--- src/rtl/pb_pkg.sv ---
// Shared definitions for the push-button unit: button count, auto-repeat timing
// and the repeat FSM state type (used only when PB_AUTO_REPEAT_EN is defined).
package pb_pkg;

  localparam int NUM_BUTTONS        = 4;
  localparam int REPEAT_DELAY_TICKS = 500;
  localparam int REPEAT_RATE_TICKS  = 100;
  localparam int REPEAT_CNT_W       = $clog2(REPEAT_DELAY_TICKS);

  typedef enum logic [1:0] {
    RPT_IDLE,
    RPT_DELAY,
    RPT_REPEAT
  } repeat_state_t;

endpackage

--- src/rtl/pb_debounce_cell.sv ---
// One debounced button: synchronizer, sample history, accepted level and press event.
// Optional auto-repeat FSM is built only when PB_AUTO_REPEAT_EN is defined.
module pb_debounce_cell
  import pb_pkg::*;
#(
  parameter int NUM_SAMPLES = 8
) (
  input  logic clock_50,
  input  logic resetn,
  input  logic tick,
  input  logic button_n,
  output logic pressed,
  output logic event_pulse
);

  logic                   sync_meta;
  logic                   sync_out;
  logic [NUM_SAMPLES-1:0] history;
  logic [NUM_SAMPLES-1:0] history_next;
  logic                   pressed_next;
  logic                   rise;
  logic                   event_next;

  // The level only changes once the whole window agrees; mixed windows hold it.
  always_comb begin
    history_next = history;
    pressed_next = pressed;
    if (tick) begin
      history_next = {history[NUM_SAMPLES-2:0], ~sync_out};
      if (&history_next) begin
        pressed_next = 1'b1;
      end else if (history_next == '0) begin
        pressed_next = 1'b0;
      end
    end
  end

  assign rise = pressed_next & ~pressed;

`ifdef PB_AUTO_REPEAT_EN
  repeat_state_t           rpt_state;
  repeat_state_t           rpt_state_next;
  logic [REPEAT_CNT_W-1:0] rpt_cnt;
  logic [REPEAT_CNT_W-1:0] rpt_cnt_next;
  logic                    rpt_fire;

  // Counting starts on the press edge, so repeats stay aligned to sample ticks.
  always_comb begin
    rpt_state_next = rpt_state;
    rpt_cnt_next   = rpt_cnt;
    rpt_fire       = 1'b0;
    if (!pressed_next) begin
      rpt_state_next = RPT_IDLE;
      rpt_cnt_next   = '0;
    end else begin
      case (rpt_state)
        RPT_IDLE: begin
          if (rise) begin
            rpt_state_next = RPT_DELAY;
            rpt_cnt_next   = '0;
          end
        end
        RPT_DELAY: begin
          if (tick) begin
            if (rpt_cnt == REPEAT_CNT_W'(REPEAT_DELAY_TICKS - 1)) begin
              rpt_fire       = 1'b1;
              rpt_state_next = RPT_REPEAT;
              rpt_cnt_next   = '0;
            end else begin
              rpt_cnt_next = rpt_cnt + 1'b1;
            end
          end
        end
        RPT_REPEAT: begin
          if (tick) begin
            if (rpt_cnt == REPEAT_CNT_W'(REPEAT_RATE_TICKS - 1)) begin
              rpt_fire     = 1'b1;
              rpt_cnt_next = '0;
            end else begin
              rpt_cnt_next = rpt_cnt + 1'b1;
            end
          end
        end
        default: begin
          rpt_state_next = RPT_IDLE;
          rpt_cnt_next   = '0;
        end
      endcase
    end
  end

  always_ff @(posedge clock_50 or negedge resetn) begin
    if (!resetn) begin
      rpt_state <= RPT_IDLE;
      rpt_cnt   <= '0;
    end else begin
      rpt_state <= rpt_state_next;
      rpt_cnt   <= rpt_cnt_next;
    end
  end

  assign event_next = rise | rpt_fire;
`else
  assign event_next = rise;
`endif

  always_ff @(posedge clock_50 or negedge resetn) begin
    if (!resetn) begin
      sync_meta   <= 1'b1;
      sync_out    <= 1'b1;
      history     <= '0;
      pressed     <= 1'b0;
      event_pulse <= 1'b0;
    end else begin
      sync_meta   <= button_n;
      sync_out    <= sync_meta;
      history     <= history_next;
      pressed     <= pressed_next;
      event_pulse <= event_next;
    end
  end

endmodule

--- src/rtl/push_button_unit.sv ---
// Four-button debouncer with a shared sample-tick divider.
// Define PB_AUTO_REPEAT_EN to add held-button auto-repeat events.
module push_button_unit
  import pb_pkg::*;
#(
  parameter int CLK_DIV     = 50000,
  parameter int NUM_SAMPLES = 8
) (
  input  logic                   clock_50,
  input  logic                   resetn,
  input  logic [NUM_BUTTONS-1:0] push_button_n,
  output logic [NUM_BUTTONS-1:0] pb_pressed,
  output logic [NUM_BUTTONS-1:0] pb_event,
  output logic                   sample_tick
);

  localparam int CNT_W = (CLK_DIV > 1) ? $clog2(CLK_DIV) : 1;

  logic [CNT_W-1:0] tick_cnt;

  assign sample_tick = (tick_cnt == CNT_W'(CLK_DIV - 1));

  always_ff @(posedge clock_50 or negedge resetn) begin
    if (!resetn) begin
      tick_cnt <= '0;
    end else if (sample_tick) begin
      tick_cnt <= '0;
    end else begin
      tick_cnt <= tick_cnt + 1'b1;
    end
  end

  for (genvar i = 0; i < NUM_BUTTONS; i++) begin : g_cell
    pb_debounce_cell #(
      .NUM_SAMPLES(NUM_SAMPLES)
    ) u_cell (
      .clock_50   (clock_50),
      .resetn     (resetn),
      .tick       (sample_tick),
      .button_n   (push_button_n[i]),
      .pressed    (pb_pressed[i]),
      .event_pulse(pb_event[i])
    );
  end

endmodule

--- config.mk ---
export PLATFORM = sky130hd
export DESIGN_NAME = push_button_unit
export DESIGN_NICKNAME = d
export VERILOG_FILES = /design/src/rtl/pb_pkg.sv /design/src/rtl/pb_debounce_cell.sv /design/src/rtl/push_button_unit.sv
export SDC_FILE = /design/constraint.sdc
export NUM_CORES = 1
export LEC_CHECK = 0
export CELL_PAD_IN_SITES_DETAIL_PLACEMENT = 1
export CELL_PAD_IN_SITES_GLOBAL_PLACEMENT = 2
export CORE_UTILIZATION = 38
export CTS_CLUSTER_SIZE = 8
export DETAILED_ROUTE_END_ITERATION = 6
export PLACE_DENSITY_LB_ADDON = 0.1
export SKIP_CTS_REPAIR_TIMING = 1
export SLEW_MARGIN = 20
export SYNTH_ARGS = -nofsm -noshare
export SYNTH_HDL_FRONTEND = slang
export SYNTH_SLANG_ARGS = --single-unit
--- constraint.sdc ---
create_clock -name clock_50 -period 1.7 [get_ports clock_50]
set_input_delay 0.255 -clock clock_50 [delete_from_list [all_inputs] [get_ports clock_50]]
set_output_delay 0.255 -clock clock_50 [all_outputs]
set_load 0.1 [all_outputs]
# Yosys cells after proc, flatten, opt, wreduce, memory -nomap -nowiden

Index checks and enable logic that the tools add are counted.

Bits in read-only memories: 0
Bits in registers: 60
Input port bits: 6
Latch bits: 0
RAM bits: 0
Output and inout port bits: 9
Memories kept: 0
Logic and storage cells: 56

Multiplexer cells: 13
Reduce and logical (&&, ||, !) cells: 8
$lt $le $gt $ge: 0
$mul: 0
Bitwise logic cells: 12
Equality and inequality tests: 1
Divide/modulo/power cells: 0
Shift operators: 0
$add $sub $neg: 1

Operators with widths:

| operator                | number |
|---|---|
| $logic_not A8 Y1        | 4 |
| $reduce_and A8 Y1       | 4 |
| $add A16 B1 Y16 const B | 1 |
| $eq A16 B16 Y1 const B  | 1 |
| $mux W16                | 1 |
| $mux W1                 | 12 |
| $not A1 Y1              | 8 |
| $and A1 B1 Y1           | 4 |

# Depth between registers and ports, before layout

Gate-level depths: netlist of the first run.

Depth in word-level cells: 6
Gate-level depth with buffers: 7
Mapped depth without buffers: 6

# Cells and area by module

A second synthesis of the first run with hierarchy kept.

Cells, all modules: 183
Area total of the unflattened synthesis: 2478.6 um^2

Modules (own cells, without submodules):

| module           | area an instance (um^2) | times used | cells each |
|---|---|---|---|
| pb_debounce_cell | 429.2                   | 4          | 29 |
| push_button_unit | 762.0                   | 1          | 67 |

# Least setup slack after synthesis of the first run

Ideal clock, no wire load.

Path kind: flip-flop to output port
Start: register tick_cnt[7]
End: output sample_tick
Slack: -95 ps
Arrival: 1540 ps
Cell stages (with the launch flop): 5
Cell sequence: dfrtp_1 > nor4b_4 > nand4_4 > inv_1 > buf_2

Longest elaborated chain between the ends: 1

Ends and longest elaborated chain:

| what                     | line                   | RTL |
|---|---|---|
| start: declaration       | push_button_unit.sv:19 | `logic [CNT_W-1:0] tick_cnt;` |
| start signal: assignment | push_button_unit.sv:29 | `tick_cnt <= tick_cnt + 1'b1;` |
| $eq A16 B16 Y1           | push_button_unit.sv:21 | `assign sample_tick = (tick_cnt == CNT_W'(CLK_DIV - 1));` |
| end: declaration         | push_button_unit.sv:14 | `output logic sample_tick` |

No other way between the ends.

# Worst setup path after layout of the first run

Start: register tick_cnt[11]
End: output sample_tick

Same word-level chain as after synthesis.

==> results of run 1 <==
-- cells in the mapped netlist, types with 5 or more instances --
master,count,area (µm²)
sky130_fd_sc_hd__buf_4,8,60.1
sky130_fd_sc_hd__dfrtp_1,52,1300
sky130_fd_sc_hd__dfstp_2,8,210
sky130_fd_sc_hd__nand2_1,93,349
sky130_fd_sc_hd__nand3_1,6,30.0
sky130_fd_sc_hd__nand4_1,7,43.8
sky130_fd_sc_hd__nor2_1,12,45.0
sky130_fd_sc_hd__nor4_1,5,31.3
sky130_fd_sc_hd__nor4b_1,5,43.8
sky130_fd_sc_hd__o21ai_0,9,45.0
sky130_fd_sc_hd__xnor2_1,8,70.1
-- registers in the layout, indices dropped and copies added, names as in the netlist --
register,cells
tick_cnt,16
g_cell.u_cell.event_pulse,4
g_cell.u_cell.sync_out,4
g_cell.u_cell.pressed,4
g_cell.u_cell.sync_meta,4
g_cell.u_cell.history,28
-- how the worst min path moves through the flow --
stage	from	endpoint	slack, ps
final	push_button_n[2]	g_cell[2].u_cell.sync_meta	330
after global routing	push_button_n[2]	g_cell[2].u_cell.sync_meta	320
after CTS	resetn	tick_cnt[13]	-80
after detailed placement	resetn	tick_cnt[13]	290
after global placement	resetn	tick_cnt[12]	290
after floorplan	resetn	g_cell[0].u_cell.event_pulse	-40
-- power groups by stage --
stage / Sequential [mW] / Combinational [mW] / Clock, mW
floorplan: 1.47 / 0.00645 / 0
global placement: 1.48 / 0.0527 / 0
detailed placement: 1.48 / 0.0526 / 0
CTS: 1.45 / 0.0525 / 1.21
global route: 1.45 / 0.0597 / 1.27
finish: 1.45 / 0.0516 / 1.17
-- critical path, stage by stage, from the launching register on --
cell	delay [ps]
sky130_fd_sc_hd__dfrtp_1	400
sky130_fd_sc_hd__nor4b_4	350
sky130_fd_sc_hd__nand4_4	180
sky130_fd_sc_hd__inv_4	100
sky130_fd_sc_hd__buf_12	170
-- cell type report --
cell class              count  area (µm²)  area share (%)
clock inverters             2        10.0           0.315
clock buffers              13         169            5.31
flip-flops and latches     60        1510            47.6
repair buffers             39         440            13.9
inverters                   1        6.26           0.197
multi-input cells         172         943            29.7
well taps                  77        96.3            3.03
-- per-layer routing --
layer / global-route usage [%] / share of wire (%) / vias up / routed length (µm)
met5: 0 / 0 / - / 0
li1: - / - / 889 / -
met1: 22.1 / 47 / 912 / 2460
met3: 3.98 / 2.4 / 11 / 125
met4: 8.46 / 1.9 / 0 / 102
met2: 27.3 / 49 / 26 / 2560
-- per-stage QoR --
step	cell area, µm²	hold slack, ps	std cells	setup TNS [ps]
2_1_floorplan	2520	-40.6	247	0
3_3_place_gp	2900	289	340	0
3_5_place_dp	2900	288	340	0
4_1_cts	3080	-77.1	355	-289
5_1_grt	3180	323	364	-347
6_report	3180	328	364	-98.5
-- logic make-up after synthesis --
group / synth area share [%]
compound gates: 1.79
flops: 60.0
simple gates: 29.4
fa+ha+maj: 0.497
buf+inv: 3.63
xor+xnor: 3.83
mux: 0.795
==> results by stage, run 1 <==
Status:
- The flow ran to the end, but the final reports show violations.
- The final reports fail on setup timing.

STA:
- Setup violations remaining at the end of the flow were counted as 1.
- Setup repair after global routing could not meet its margin everywhere.
- The slew of the pin with the lowest slew margin is ~400 ps.
- The final max-slew violation count is 0.
- The final hold violation count is 0.
- On the final layout, the worst clock skew is 6.28 ps.
- In the post-route analysis, the smallest setup slack over all paths is -98.5 ps.
- Static timing analysis puts the maximum clock frequency at around 0.56 GHz.
- The headroom to the max-slew limit is 74.0%.
- The final critical path takes up 106% of the cycle.
- The routed design could run at a clock period as short as between 1500 and 2000 ps.

Run:
- The number of maximum-capacitance violations is 0.

Clocking:
- Clock tree synthesis inserted a total of 9 buffers.
- The later pin in the worst-skew pair is clocked with a latency of about 330 ps.
- The CTS tree is done.
- In this run the number of H-tree levels came out at 3.
- After clock tree synthesis, the clock-pin slew on the worst setup and hold paths is 70 ps.
- The number of buffers on the longest clock path is 2.
- For this design, the sink count on the clock tree is 60.
- The clock tree root buffer cell is sky130_fd_sc_hd__clkbuf_8.

Worst setup path:
- The capture point of the worst path is sample_tick.
- The setup slack on the worst flop-to-flop path is about 20 ps.
- The worst register-to-register path ends at g_cell[2].u_cell.event_pulse.
- The critical path start-end classification is flip-flop to output port.
- The startpoint type of the worst setup path is a flip-flop.
- The number of cells traversed by the worst register-to-register path is 5.
- The arrival time of data at the critical path endpoint is around 1500 ps.
- STA classifies the critical path endpoint as an output port.
- The biggest fanout along the worst timing path is 4.
- The origin of the critical flop-to-flop path is tick_cnt[11].
- The worst endpoint required time is 1440 ps.
- The launch point of the critical path is tick_cnt[11].

Synthesis:
- The top flip-flop cell by instance count after synthesis is sky130_fd_sc_hd__dfrtp_1.
- The synthesized netlist cell count is between 200 and 250.
- In this run, synthesis produced a sequential element count of 60.
- The number of flops mapped to enable cells by yosys is 0.
- The net count after synthesis is around 250.
- Each instance of the synthesized netlist takes up on average a little over 10 µm².
- Yosys printed 0 warnings.
- The mapped cell area is about 0.0025 mm².
- The fraction of registers with async set or reset after synthesis is 100%.
- The count of distinct cell types in the synthesized netlist is 30.
- The share of synthesized area occupied by flip-flops and latches is approximately three fifths.

Global route:
- Across every metal layer, demand over resource in global routing totals roughly 17%.
- The number of antenna violations at the first check in global routing is 0.
- The via count of the first global-routing pass is ~1900.
- The largest net degree at the start of global routing is slightly above 60.
- For this run the aggregate overflow at the end of global routing stands at 0.
- The first-pass GRT wire length is 9120 µm.

Worst hold path:
- The tightest min-delay check is of the input port to flip-flop type.
- Along the worst hold path, the cell count comes to 1.

Die:
- Pin placement for this block handled 15 I/O pins.
- The height of the die is around 83 µm.
- The floorplan step defined a core boundary enclosing between 0.006 and 0.007 mm².
- The floorplan die width is 83.4 µm.
- The number of placement rows is 29.
- The floorplan step defined a die boundary enclosing just under 0.007 mm².
- The initial utilization of the core area, before any placement, comes to 39.4%.

Power:
- In this run the power density over the cells is between 800 and 900 mW/mm².
- The worst ir drop on vdd is around 500 µV.
- In this run switching power makes up 21.3% of total power.
- The switching power of the nets is about 0.57 mW.
- The clock network accounts for approximately 44% of the total power.
- The power after layout is 2.67 mW.
- The logic gate share of total power is 1.9%.
- The sequential share of power is between 50% and 60%.
- The leakage power is 1.58 nW.
- Cell internal power was estimated by the tool at 2.10 mW.

Cells and area:
- The post-route netlist has between 20 and 25% of its cells at a drive strength greater than 1.
- At the end of the flow the core is filled with cells to about half.
- Leaving out fill and tap cells, the most frequent cell in the layout is sky130_fd_sc_hd__nand2_1.
- In the layout the commonest cells are sky130_fd_sc_hd__nand2_1, sky130_fd_sc_hd__dfrtp_1, sky130_fd_sc_hd__buf_4, sky130_fd_sc_hd__clkbuf_8.
- The layout has between 700 and 800 filler cells.
- The layout overhead on the synthesized area is 26.2%.
- The number of antenna diodes in the final layout is 0.
- The final layout contains a little under 300 nets.

Routing:
- After detailed routing, the average wire length per cell comes to 14.4 µm.
- The number of DRC markers after the initial detailed-route iteration is 50.
- In the routed design, unresolved DRC markers number 0.
- The final route contains between 1500 and 2000 vias.
- The post-route antenna net violation count is 0.
- The sum of routed wire length over all layers is 5240 µm.
- The number of detailed-routing iterations run before antenna repair is 4.
- The via density per instance is between 5 and 6.

Placed design:
- After legalization and detailed placement, the total HPWL measured about 3400 µm.
- In this run the tool buffered the top-level ports with 14 buffer cells.
- The final estimated routing congestion in global placement is between 0.7 and 0.8.
- Before CTS, the worst setup slack after placement is ~40 ps.
Power figures use the tool's default switching activity.
==> run 2, diff against run 1 <==
Settings changed: SLEW_MARGIN 20 to 0.
==> results of run 2 <==
No change in the layout: final DEF, timing and power equal those of run 1.
